--- src/rtl/rom_arbiter_if.sv ---
// Request/ack and ROM bus bundle for the ROM arbiter.
// slave: arbiter side; master: requester side; rom: ROM chip side.
interface rom_arbiter_if #(
    parameter int ADDR_WIDTH = 15,
    parameter int DATA_WIDTH = 8
);
    logic                  F_REQ;
    logic [ADDR_WIDTH-1:0] F_ADDR;
    logic                  F_ACK;
    logic [DATA_WIDTH-1:0] F_DATA;
    logic                  D_REQ;
    logic [ADDR_WIDTH-1:0] D_ADDR;
    logic                  D_ACK;
    logic [DATA_WIDTH-1:0] D_DATA;
    logic                  BUSY;
    logic [ADDR_WIDTH-1:0] ROM_A;
    logic                  ROM_CS_bar;
    logic                  ROM_OE_bar;
    logic                  ROM_WE_bar;
    logic [DATA_WIDTH-1:0] ROM_Q;

    modport slave (
        input  F_REQ, F_ADDR, D_REQ, D_ADDR, ROM_Q,
        output F_ACK, F_DATA, D_ACK, D_DATA, BUSY,
        output ROM_A, ROM_CS_bar, ROM_OE_bar, ROM_WE_bar
    );

    modport master (
        output F_REQ, F_ADDR, D_REQ, D_ADDR,
        input  F_ACK, F_DATA, D_ACK, D_DATA, BUSY
    );

    modport rom (
        input  ROM_A, ROM_CS_bar, ROM_OE_bar, ROM_WE_bar,
        output ROM_Q
    );
endinterface

--- src/rtl/rom_arbiter.sv ---
// Two-port (fetch/data) access sequencer for one asynchronous ROM.
// ROM_ARB_ROUND_ROBIN_EN selects round-robin instead of fetch-first priority.
module rom_arbiter #(
    parameter int ADDR_WIDTH  = 15,
    parameter int DATA_WIDTH  = 8,
    parameter int WAIT_CYCLES = 6
) (
    input logic       CLK,
    input logic       RST_bar,
    rom_arbiter_if.slave bus
);

    if (WAIT_CYCLES < 1 || WAIT_CYCLES > 15) begin : g_bad_wait
        $error("rom_arbiter: WAIT_CYCLES must be in 1..15");
    end

    localparam logic [3:0] CNT_INIT = 4'(WAIT_CYCLES - 1);

    typedef enum logic [1:0] {
        IDLE,
        ACCESS,
        DONE
    } state_t;

    state_t                state, state_n;
    logic [3:0]            cnt, cnt_n;
    logic [ADDR_WIDTH-1:0] rom_a, rom_a_n;
    logic                  rom_en, rom_en_n;
    logic                  grant_d, grant_d_n;
    logic                  pick_d;
    logic                  f_ack, f_ack_n;
    logic                  d_ack, d_ack_n;
    logic [DATA_WIDTH-1:0] f_data, f_data_n;
    logic [DATA_WIDTH-1:0] d_data, d_data_n;
    logic                  busy, busy_n;

`ifdef ROM_ARB_ROUND_ROBIN_EN
    logic last_d, last_d_n;

    // On a tie, serve whichever port was not served last.
    always_comb begin
        pick_d = bus.D_REQ && (!bus.F_REQ || !last_d);
    end
`else
    // Fetch always wins a tie.
    always_comb begin
        pick_d = bus.D_REQ && !bus.F_REQ;
    end
`endif

    // Next-state and next-output logic; ROM_Q is only read while selected.
    always_comb begin
        state_n   = state;
        cnt_n     = cnt;
        rom_a_n   = rom_a;
        rom_en_n  = rom_en;
        grant_d_n = grant_d;
        f_ack_n   = 1'b0;
        d_ack_n   = 1'b0;
        f_data_n  = f_data;
        d_data_n  = d_data;
`ifdef ROM_ARB_ROUND_ROBIN_EN
        last_d_n  = last_d;
`endif
        unique case (state)
            IDLE: begin
                if (bus.F_REQ || bus.D_REQ) begin
                    grant_d_n = pick_d;
                    rom_a_n   = pick_d ? bus.D_ADDR : bus.F_ADDR;
                    cnt_n     = CNT_INIT;
                    rom_en_n  = 1'b1;
                    state_n   = ACCESS;
`ifdef ROM_ARB_ROUND_ROBIN_EN
                    last_d_n  = pick_d;
`endif
                end
            end
            ACCESS: begin
                if (cnt == 4'd0) begin
                    rom_en_n = 1'b0;
                    state_n  = DONE;
                    if (grant_d) begin
                        d_data_n = bus.ROM_Q;
                        d_ack_n  = 1'b1;
                    end else begin
                        f_data_n = bus.ROM_Q;
                        f_ack_n  = 1'b1;
                    end
                end else begin
                    cnt_n = cnt - 4'd1;
                end
            end
            DONE: begin
                state_n = IDLE;
            end
            default: begin
                state_n  = IDLE;
                rom_en_n = 1'b0;
            end
        endcase
        busy_n = (state_n != IDLE);
    end

    // Register all state and outputs; synchronous reset aborts any access.
    always_ff @(posedge CLK) begin
        if (!RST_bar) begin
            state   <= IDLE;
            cnt     <= 4'd0;
            rom_a   <= '0;
            rom_en  <= 1'b0;
            grant_d <= 1'b0;
            f_ack   <= 1'b0;
            d_ack   <= 1'b0;
            f_data  <= '0;
            d_data  <= '0;
            busy    <= 1'b0;
`ifdef ROM_ARB_ROUND_ROBIN_EN
            last_d  <= 1'b0;
`endif
        end else begin
            state   <= state_n;
            cnt     <= cnt_n;
            rom_a   <= rom_a_n;
            rom_en  <= rom_en_n;
            grant_d <= grant_d_n;
            f_ack   <= f_ack_n;
            d_ack   <= d_ack_n;
            f_data  <= f_data_n;
            d_data  <= d_data_n;
            busy    <= busy_n;
`ifdef ROM_ARB_ROUND_ROBIN_EN
            last_d  <= last_d_n;
`endif
        end
    end

    assign bus.ROM_A      = rom_a;
    assign bus.ROM_CS_bar = !rom_en;
    assign bus.ROM_OE_bar = !rom_en;
    assign bus.ROM_WE_bar = 1'b1;
    assign bus.F_ACK      = f_ack;
    assign bus.D_ACK      = d_ack;
    assign bus.F_DATA     = f_data;
    assign bus.D_DATA     = d_data;
    assign bus.BUSY       = busy;

endmodule
--- src/flat_wrapper.sv ---
// flat-port wrapper written by rule: the top's interface ports become plain ports
module rom_arbiter_flat 
#(
    parameter int ADDR_WIDTH  = 15,
    parameter int DATA_WIDTH  = 8,
    parameter int WAIT_CYCLES = 6
)
  (CLK, RST_bar, bus_F_REQ, bus_F_ADDR, bus_D_REQ, bus_D_ADDR, bus_ROM_Q, bus_F_ACK, bus_F_DATA, bus_D_ACK, bus_D_DATA, bus_BUSY, bus_ROM_A, bus_ROM_CS_bar, bus_ROM_OE_bar, bus_ROM_WE_bar);
  rom_arbiter_if #(.ADDR_WIDTH(ADDR_WIDTH), .DATA_WIDTH(DATA_WIDTH)) bus_i ();
  input logic CLK;
  input logic RST_bar;
  input wire logic [$bits(bus_i.F_REQ)-1:0] bus_F_REQ;
  input wire logic [$bits(bus_i.F_ADDR)-1:0] bus_F_ADDR;
  input wire logic [$bits(bus_i.D_REQ)-1:0] bus_D_REQ;
  input wire logic [$bits(bus_i.D_ADDR)-1:0] bus_D_ADDR;
  input wire logic [$bits(bus_i.ROM_Q)-1:0] bus_ROM_Q;
  output wire logic [$bits(bus_i.F_ACK)-1:0] bus_F_ACK;
  output wire logic [$bits(bus_i.F_DATA)-1:0] bus_F_DATA;
  output wire logic [$bits(bus_i.D_ACK)-1:0] bus_D_ACK;
  output wire logic [$bits(bus_i.D_DATA)-1:0] bus_D_DATA;
  output wire logic [$bits(bus_i.BUSY)-1:0] bus_BUSY;
  output wire logic [$bits(bus_i.ROM_A)-1:0] bus_ROM_A;
  output wire logic [$bits(bus_i.ROM_CS_bar)-1:0] bus_ROM_CS_bar;
  output wire logic [$bits(bus_i.ROM_OE_bar)-1:0] bus_ROM_OE_bar;
  output wire logic [$bits(bus_i.ROM_WE_bar)-1:0] bus_ROM_WE_bar;
  assign bus_i.F_REQ = bus_F_REQ;
  assign bus_i.F_ADDR = bus_F_ADDR;
  assign bus_i.D_REQ = bus_D_REQ;
  assign bus_i.D_ADDR = bus_D_ADDR;
  assign bus_i.ROM_Q = bus_ROM_Q;
  assign bus_F_ACK = bus_i.F_ACK;
  assign bus_F_DATA = bus_i.F_DATA;
  assign bus_D_ACK = bus_i.D_ACK;
  assign bus_D_DATA = bus_i.D_DATA;
  assign bus_BUSY = bus_i.BUSY;
  assign bus_ROM_A = bus_i.ROM_A;
  assign bus_ROM_CS_bar = bus_i.ROM_CS_bar;
  assign bus_ROM_OE_bar = bus_i.ROM_OE_bar;
  assign bus_ROM_WE_bar = bus_i.ROM_WE_bar;
  rom_arbiter #(.ADDR_WIDTH(ADDR_WIDTH), .DATA_WIDTH(DATA_WIDTH), .WAIT_CYCLES(WAIT_CYCLES)) u_core (.CLK(CLK), .RST_bar(RST_bar), .bus(bus_i));
endmodule
--- config.mk ---
export PLATFORM = sky130hd
export DESIGN_NAME = rom_arbiter_flat
export DESIGN_NICKNAME = d
export VERILOG_FILES = /design/src/rtl/rom_arbiter_if.sv /design/src/rtl/rom_arbiter.sv /design/src/flat_wrapper.sv
export SDC_FILE = /design/constraint.sdc
export NUM_CORES = 1
export LEC_CHECK = 0
export CAP_MARGIN = 20
export CORE_ASPECT_RATIO = 0.7
export CORE_MARGIN = 1
export CORE_UTILIZATION = 35
export CTS_BUF_LIST = sky130_fd_sc_hd__clkbuf_8
export CTS_CLUSTER_DIAMETER = 100
export CTS_CLUSTER_SIZE = 16
export DETAILED_ROUTE_END_ITERATION = 6
export GPL_ROUTABILITY_DRIVEN = 0
export GPL_TIMING_DRIVEN = 1
export PLACE_DENSITY = 0.77
export SKIP_LAST_GASP = 1
export SLEW_MARGIN = 10
export SYNTH_ARGS = -nofsm -noshare
export SYNTH_HDL_FRONTEND = slang
export SYNTH_SLANG_ARGS = --single-unit
--- constraint.sdc ---
create_clock -name CLK -period 3.3 [get_ports CLK]
set_clock_uncertainty 0.15 [all_clocks]
set_input_delay 0.825 -clock CLK [delete_from_list [all_inputs] [get_ports CLK]]
set_output_delay 0.825 -clock CLK [all_outputs]
set_load 0.03 [all_outputs]
==> flow_summary.yaml <==
timing:
  slew_headroom_pct: 52.4
  hold_viol_final: 0
  final-setup-viol-count: 0
  final-max-slew-violation-count: 0
  fin_crit_sh_pct: 70.3
  worst_pin_slew_ns: 0.713
  final.setup.tns_ns: 0
  fmax_mhz: 431
  min_period_ns: 2.32
  rsz0062_at_grt: "no"
synthesis:
  synth-simple-area-share_pct: 13.2
  synthFlopType: "dfxtp_1"
  syn_nets: 225
  synth_mux_area_share_pct: 17.4
  async_reset_ff_share_pct: 0
  ys_seq_area_share_pct: 47.2
  synth_largest_area_cell: "dfxtp_1"
  ys_warn_count: 0
  syn_inst: 182
  synth_compound_area_share_pct: 15.7
  synth_xor_area_share_pct: 0
  yosys.area_share.adder_pct: 0.702
  ys_ff_latch: 42
  synth_area_um2: 1780
  avgSynthCellArea_um2: 9.79
  synth_top_family_by_area: "multiplexers"
  synthTopCellsByArea: "dfxtp_1, mux2i_1, a211oi_1"
  yosysTopAreaCellShare_pct: 47.2
  synth-edff-count: 0
  synth_cell_type_count: 32
worst_setup_path:
  arrival_ns: 1.34
  start_kind: "flip-flop"
  rrSetupSlack_ns: 1.32
  timing.critical_path.from: "u_core.rom_en"
  endpoint_kind: "output pin"
  critPathKind: "reg2out"
  r2r_start: "u_core.cnt[0]"
  reg2reg_depth: 5
  cp_max_fo: 2
  endpoint: "bus_ROM_CS_bar"
  crit_required_ns: 2.32
  worstReg2RegEnd: "u_core.bus.F_DATA[3]"
clock_network:
  cts.reportedPaths.clkPinSlew_ns: 0.08
  clock-sinks: 42
  post_cts_buffers: 0
  cts_buffer_depth: 2
  root_buffer: "clkbuf_8"
  htreeDepth: 2
  numCtsBuffers: 5
  cts_tree: "yes"
  cts_hold_buf: 0
  clk_latency_ns: 0.29
  cts_resized: 0
route:
  drt-pass1-iter-count: 4
  remaining_drc_errors: 0
  first_iter_violations: 83
  drt-vias-per-instance: 4.77
  num_vias: 1550
  ant_nets: 0
  wl_per_cell_um: 12.3
  drt_wl_total_um: 3990
pwr:
  p_leak_nw: 1.10
  clockPowerShare_pct: 25.2
  seqPwrFrac_pct: 45.3
  peakVddDrop_mv: 0.203
  p_sw_share_pct: 31.8
  p_switching_mw: 0.411
  pwr-share-comb_pct: 29.5
  p_int_mw: 0.882
  power_density_nw_per_um2: 482
floorplanning:
  die_w_um: 87.3
  die_h_um: 61.7
  coreArea_um2: 4830
  num_io_pins: 79
  rows: 21
  initial_utilization_pct: 36.9
  die_area_um2: 5380
placement:
  postPlaceCellArea_um2: 2590
  dp_hpwl_um: 2900
  io_buffers: 77
cells_and_area:
  final_common_cell: "clkdlybuf4s50_1"
  fill_cells: 455
  area_delta_synth_final_pct: 50.6
  layout_common_cells: "clkdlybuf4s50_1, dfxtp_1, mux2i_1, nand2_1, a211oi_1"
  antennaDiodeCount: 0
  design_area_um2: 2680
  drive_gt1_share_pct: 7.42
  final_nets: 298
global_route:
  antenna_found_initial: 0
  grt_pass1_wl_um: 6310
  grt_start_max_net_pins: 30
  grt_pass1_vias: 1388
  grt_usage_pct: 15.4
  grt-ovfl-total: 0
worst_hold_path:
  hold_class: "reg2reg"
  min_from: "u_core.bus.D_DATA[7]"
run:
  cap_viol_max_count: 0
status:
  status: "finished, final reports clean"
-- power groups by stage --
| stage | clock, mW | combinational, mW | sequential, mW |
|---|---|---|---|
| floorplan | 0 | 0.158 | 0.667 |
| global placement | 0 | 0.377 | 0.597 |
| detailed placement | 0 | 0.382 | 0.597 |
| CTS | 0.333 | 0.384 | 0.587 |
| global route | 0.361 | 0.411 | 0.592 |
| finish | 0.325 | 0.381 | 0.586 |
-- how the worst min path moves through the flow --
stage          slack (ns)                    to  cells after the start
2_1_floorplan        0.32         u_core.rom_en                      1
3_3_place_gp         0.30  u_core.bus.F_DATA[5]                      2
3_5_place_dp         0.31  u_core.bus.D_DATA[4]                      2
4_1_cts              0.32  u_core.bus.D_DATA[4]                      2
5_1_grt              0.33  u_core.bus.D_DATA[3]                      2
6_report             0.31  u_core.bus.D_DATA[7]                      2
-- sequential cells by signal, summed over array words and instances, names as in the netlist --
register	cells
u_core.bus.ROM_A	15
u_core.bus.D_DATA	8
u_core.bus.F_DATA	8
u_core.cnt	4
u_core.state	2
u_core.bus.BUSY	1
u_core.bus.D_ACK	1
u_core.bus.F_ACK	1
u_core.grant_d	1
u_core.rom_en	1
-- synth_stat cells (all sizes together), types with 2 or more instances --
| cell | number |
|---|---|
| o41ai | 2 |
| clkbuf | 7 |
| mux2i | 31 |
| a21oi | 16 |
| or4 | 2 |
| o21a | 2 |
| o31a | 2 |
| a211oi | 17 |
| nand2 | 26 |
| nor2b | 2 |
| buf | 9 |
| dfxtp | 42 |
| inv | 4 |
| nor2 | 5 |
-- final cells by class --
cell class                      instances  area, µm²  area share (%)
Multi-Input combinational cell        120        843            31.4
Clock buffer                            5       68.8            2.56
Timing Repair Buffer                   82        808            30.1
Clock inverter                          3       21.3           0.793
Inverter                                4       15.0           0.559
Tap cell                               69       86.3            3.22
Sequential cell                        42        841            31.3
-- logic make-up after synthesis --
kind of cell / count (synthesis)
AO/OA/AOI/OAI: 42
flip-flops: 42
multiplexers: 31
other: 1
adder cells (fa/ha/maj): 1
AND/OR/NAND/NOR: 45
buffers and inverters: 20
-- critical path, stage by stage (launching register included) --
cell	delay (ns)
dfxtp_1	0.32
inv_1	0.06
clkdlybuf4s50_1	0.67
-- routing by layer --
layer / GRT usage, % / up-vias / wire [µm]
li1: - / 788 / -
met1: 20.7 / 715 / 2000
met2: 22.9 / 42 / 1720
met3: 4.76 / 5 / 217
met4: 7.03 / 0 / 57
met5: 0 / - / 0
-- per-stage QoR --
step,power [mW],setup slack (ns),instances,hold slack (ns),utilization (%)
2_1_floorplan,0.824,1.30,182,0.322,-
3_3_place_gp,0.974,0.821,317,0.296,53.6
4_1_cts,1.30,0.965,325,0.321,55.5
5_1_grt,1.36,0.919,325,0.331,55.5
3_5_place_dp,0.979,0.801,317,0.310,53.6
6_report,1.29,0.981,325,0.314,55.5
Power figures use the tool's default switching activity.
==> patch 1: new RTL, config.mk and constraints unchanged <==
Reset style: asynchronous (`RST_bar`), changed in one clocked block. Comments in the files are not updated.
--- a/src/rtl/rom_arbiter.sv
+++ b/src/rtl/rom_arbiter.sv
@@ -104,3 +104,3 @@
     // Register all state and outputs; synchronous reset aborts any access.
-    always_ff @(posedge CLK) begin
+    always_ff @(posedge CLK or negedge RST_bar) begin
         if (!RST_bar) begin
Behaviour: differs if RST_bar is asserted again (counterexample within 4 cycles, from zero or initial values and one cycle with RST_bar low); with RST_bar held inactive, the same outputs for 10 cycles.
==> patch 1 against the original RTL <==
  * Sequential cell count unchanged
  * Global-route usage shrank 1.3 points
  * First-iteration DRC count decreased by 83%
  * Die area rose by 4.8%
  * Maximum frequency shrank 3.4%
  * Setup slack got worse by 0.081 ns
  * Routed wire length is 9.3% lower
  * Non-clock buffer count fell by 3
  * Synthesized area increased by 4.9%
  * Cell area rose by 4.2%
Power is not compared: it rests on default switching activity, and its combinational part moved more than twofold at a synthesized area within 25%.
==> patch 1: results (changes against the original RTL) <==
Arrival time worst endpoint: 1.42 ns (+0.08 ns)
Post-synthesis cell type count: 30 (-6.3%)
Achievable Freq: 0.417 GHz (-3.4%)
Avg Vias per Cell: 4.57 (-4.3%)
Global routing usage on met2: 19.5% (-3.4 points)
Post-route core utilization: 56.3% (+0.82 points)
Inverters: 5 (+1)
Worst r2r src: u_core.cnt[0]
Outcome: complete, no violations
Synth cell count leaders: 42 x dfrtp_1, 40 x mux2_2, 8 x mux2_4
Async S/R FF share, synth: 100% (+100 points)
Count of sequential standard cells: 42 (unchanged)
Post-DP Area: 2690 µm² (+3.7%)
Critical path origin: u_core.rom_en
Internal power: 1.70 mW
Max-Slew Margin vs Limit: 39.1% (-13 points)
Number of instances in the synthesized netlist: 130 (-29%)
Routed metal-1 wirelength: 1.77 mm (-12%)
Fraction of the mapped netlist area in compound gates: 2.95% (-13 points)
Ranking of synthesized cells by area: dfrtp_1 56%, mux2_2 24%, mux2_4 6.4%
Nets: 252 (-15%)
Overall global routing resource usage: 14.1% (-1.3 points)
Number of global-route vias before repair: 1236 (-11%)
Data buffer area share: 27.9% (-2.2 points)
Met1 usage in global routing: 20.6% (-0.098 points)
Multi-In Gates: 76 (-37%)
Routed length on met2: 1.55 mm (-10%)
Syn nets: 173 (-23%)
Routed length on met3: 287 µm (+32%)
Non-clock buffer instance count of the final layout: 79 (-3.7%)
Global routing met3 resource utilization: 4.59% (-0.17 points)
Share of layout cells above drive strength 1: 30.0% (+23 points)
Placed insts: 271 (-15%)
Proportion of cell area spent on the clock network: 3.89% (+0.53 points)
Share of synthesized area spent on multiplexers: 31.1% (+14 points)
WHS Path Cells: 1 (-1)
## patch 1: cell count changes in the layout (fill, tap and decap cells not counted), sizes merged, moves of 2 or more
| cell | before | now |
|---|---|---|
| o41ai | 2 | 0 |
| a211oi | 17 | 0 |
| buf | 5 | 3 |
| dfrtp | 0 | 42 |
| mux2 | 0 | 48 |
| or4 | 2 | 0 |
| a21oi | 16 | 0 |
| mux2i | 31 | 1 |
| nand2 | 26 | 2 |
| dfxtp | 42 | 0 |
| o31a | 2 | 0 |
| o21ai | 1 | 3 |
## patch 1: how the worst min path moves through the flow
stage | from | to
after floorplan | u_core.state[1] | u_core.bus.BUSY
after global placement | u_core.rom_en | u_core.rom_en
after detailed placement | u_core.bus.ROM_A[10] | u_core.bus.ROM_A[10]
after CTS | u_core.bus.ROM_A[10] | u_core.bus.ROM_A[10]
after global routing | u_core.bus.ROM_A[14] | u_core.bus.ROM_A[14]
final | u_core.bus.ROM_A[14] | u_core.bus.ROM_A[14]
==> patch 2: new RTL, same settings <==
Made on the original files. The option `ROM_ARB_ROUND_ROBIN_EN` is turned on by a define.
--- a/src/rtl/rom_arbiter.sv
+++ b/src/rtl/rom_arbiter.sv
@@ -2,2 +2,4 @@
 // ROM_ARB_ROUND_ROBIN_EN selects round-robin instead of fetch-first priority.
+`define ROM_ARB_ROUND_ROBIN_EN
+
 module rom_arbiter #(
Behaviour: not the same (a bounded check fails within 4 cycles, from zero or initial values and one cycle with RST_bar low).
==> patch 2 against the original RTL <==
  * Setup slack worse by 0.0039 ns
  * Routed wire length up 9.2%
  * Cell area is 0.89% higher
  * Power increased by 13%
  * Synthesized area fell by 1.1%
  * Maximum frequency decreased by 0.17%
  * Sequential cell count unchanged
  * Sequential power rose by 0.7%
  * Synthesized cell count increased by 8.8%
  * Largest cell class is now sequential cells
  * Highest routed layer unchanged
==> patch 2: results (changes against the original RTL) <==
Multi-In Gates: 136 (+13%)
Data buffer area share: 29.9% (-0.26 points)
Syn nets: 241 (+7.1%)
Internal power: 1.04 mW (+18%)
Number of optimization iterations in the first detailed-route pass: 6 (+2)
Ranking of synthesized cells by area: dfxtp_1 48%, nand2_1 12%, mux2i_1 9.1%
Static Leakage: 1.12 nW (+1.9%)
Proportion of cell area occupied by multi-input gates: 30.3% (-1.2 points)
Wire length of the first global-routing pass: 6.66 mm (+5.6%)
Share of the yosys chip area belonging to registers: 47.7% (+0.50 points)
Synth Cell Area: 1760 µm² (-1.1%)
Count of routing violations after the opening detailed-route iteration: 52 (-37%)
Average detailed-routed wire length per instance: 12.8 µm (+4.1%)
Worst vdd rail ir drop: 0.247 mV (+22%)
Post-DP Area: 2570 µm² (-0.92%)
Crit share post-route: 70.4% (+0.12 points)
Share of layout cells above drive strength 1: 6.62% (-0.80 points)
Post-synthesis cell type count: 35 (+9.4%)
Category of cells accounting for the largest share of critical-path delay: buffers and inverters
Number of instances in the synthesized netlist: 198 (+8.8%)
Number of fill cells: 444 (-2.4%)
Synth cell count leaders: 56 x nand2_1, 42 x dfxtp_1, 16 x a21oi_1, 16 x a311oi_1, 16 x mux2i_1
Placement Setup Slack: 0.733 ns (-0.0681 ns)
Reg2reg setup slack: 1.22 ns (-0.10 ns)
Power in combinational cells: 0.391 mW (+3%)
Number of global-route vias before repair: 1485 (+7.0%)
Avg Vias per Cell: 4.87 (+2.1%)
Clock group: 0.479 mW (+47%)
Overall global routing resource usage: 15.9% (+0.56 points)
Max-Slew Margin vs Limit: 50.0% (-2.4 points)
CP endpoint: bus_ROM_OE_bar
Outcome: complete, no violations
PD cells: 539 nW/µm² (+12%)
[patch 2: changes by cell type in the layout (fill, tap and decap cells not counted), moves of 2 or more]
| cell | unedited run | this run |
|---|---|---|
| nand2_1 | 26 | 56 |
| mux2i_1 | 31 | 16 |
| a311oi_1 | 0 | 16 |
| a211oi_1 | 17 | 1 |
| bufinv_16 | 0 | 2 |
[patch 2: per-layer routing]
metal  wire [µm]  GRT usage (%)
met2        1970           26.1
met4           8           2.38
met5           0              0
met1        2140           21.6
met3         236           4.56
[patch 2: kinds of logic after synthesis]
logic type | count (synthesis) | share of synthesized area [%]
flip-flops | 42 | 47.7
AND/OR/NAND/NOR | 74 | 18.5
adder cells (fa/ha/maj) | 1 | 0.710
multiplexers | 16 | 9.08
AO/OA/AOI/OAI | 44 | 18.0
buffers and inverters | 20 | 5.82
other | 1 | 0.213
[patch 2: worst register-to-register path, cell delays in order (launching register included)]
cell and delay, ns:
dfxtp_1 0.35, inv_1 0.10, ha_1 0.21, nand3b_1 0.15, or4b_1 0.77, mux2i_1 0.21
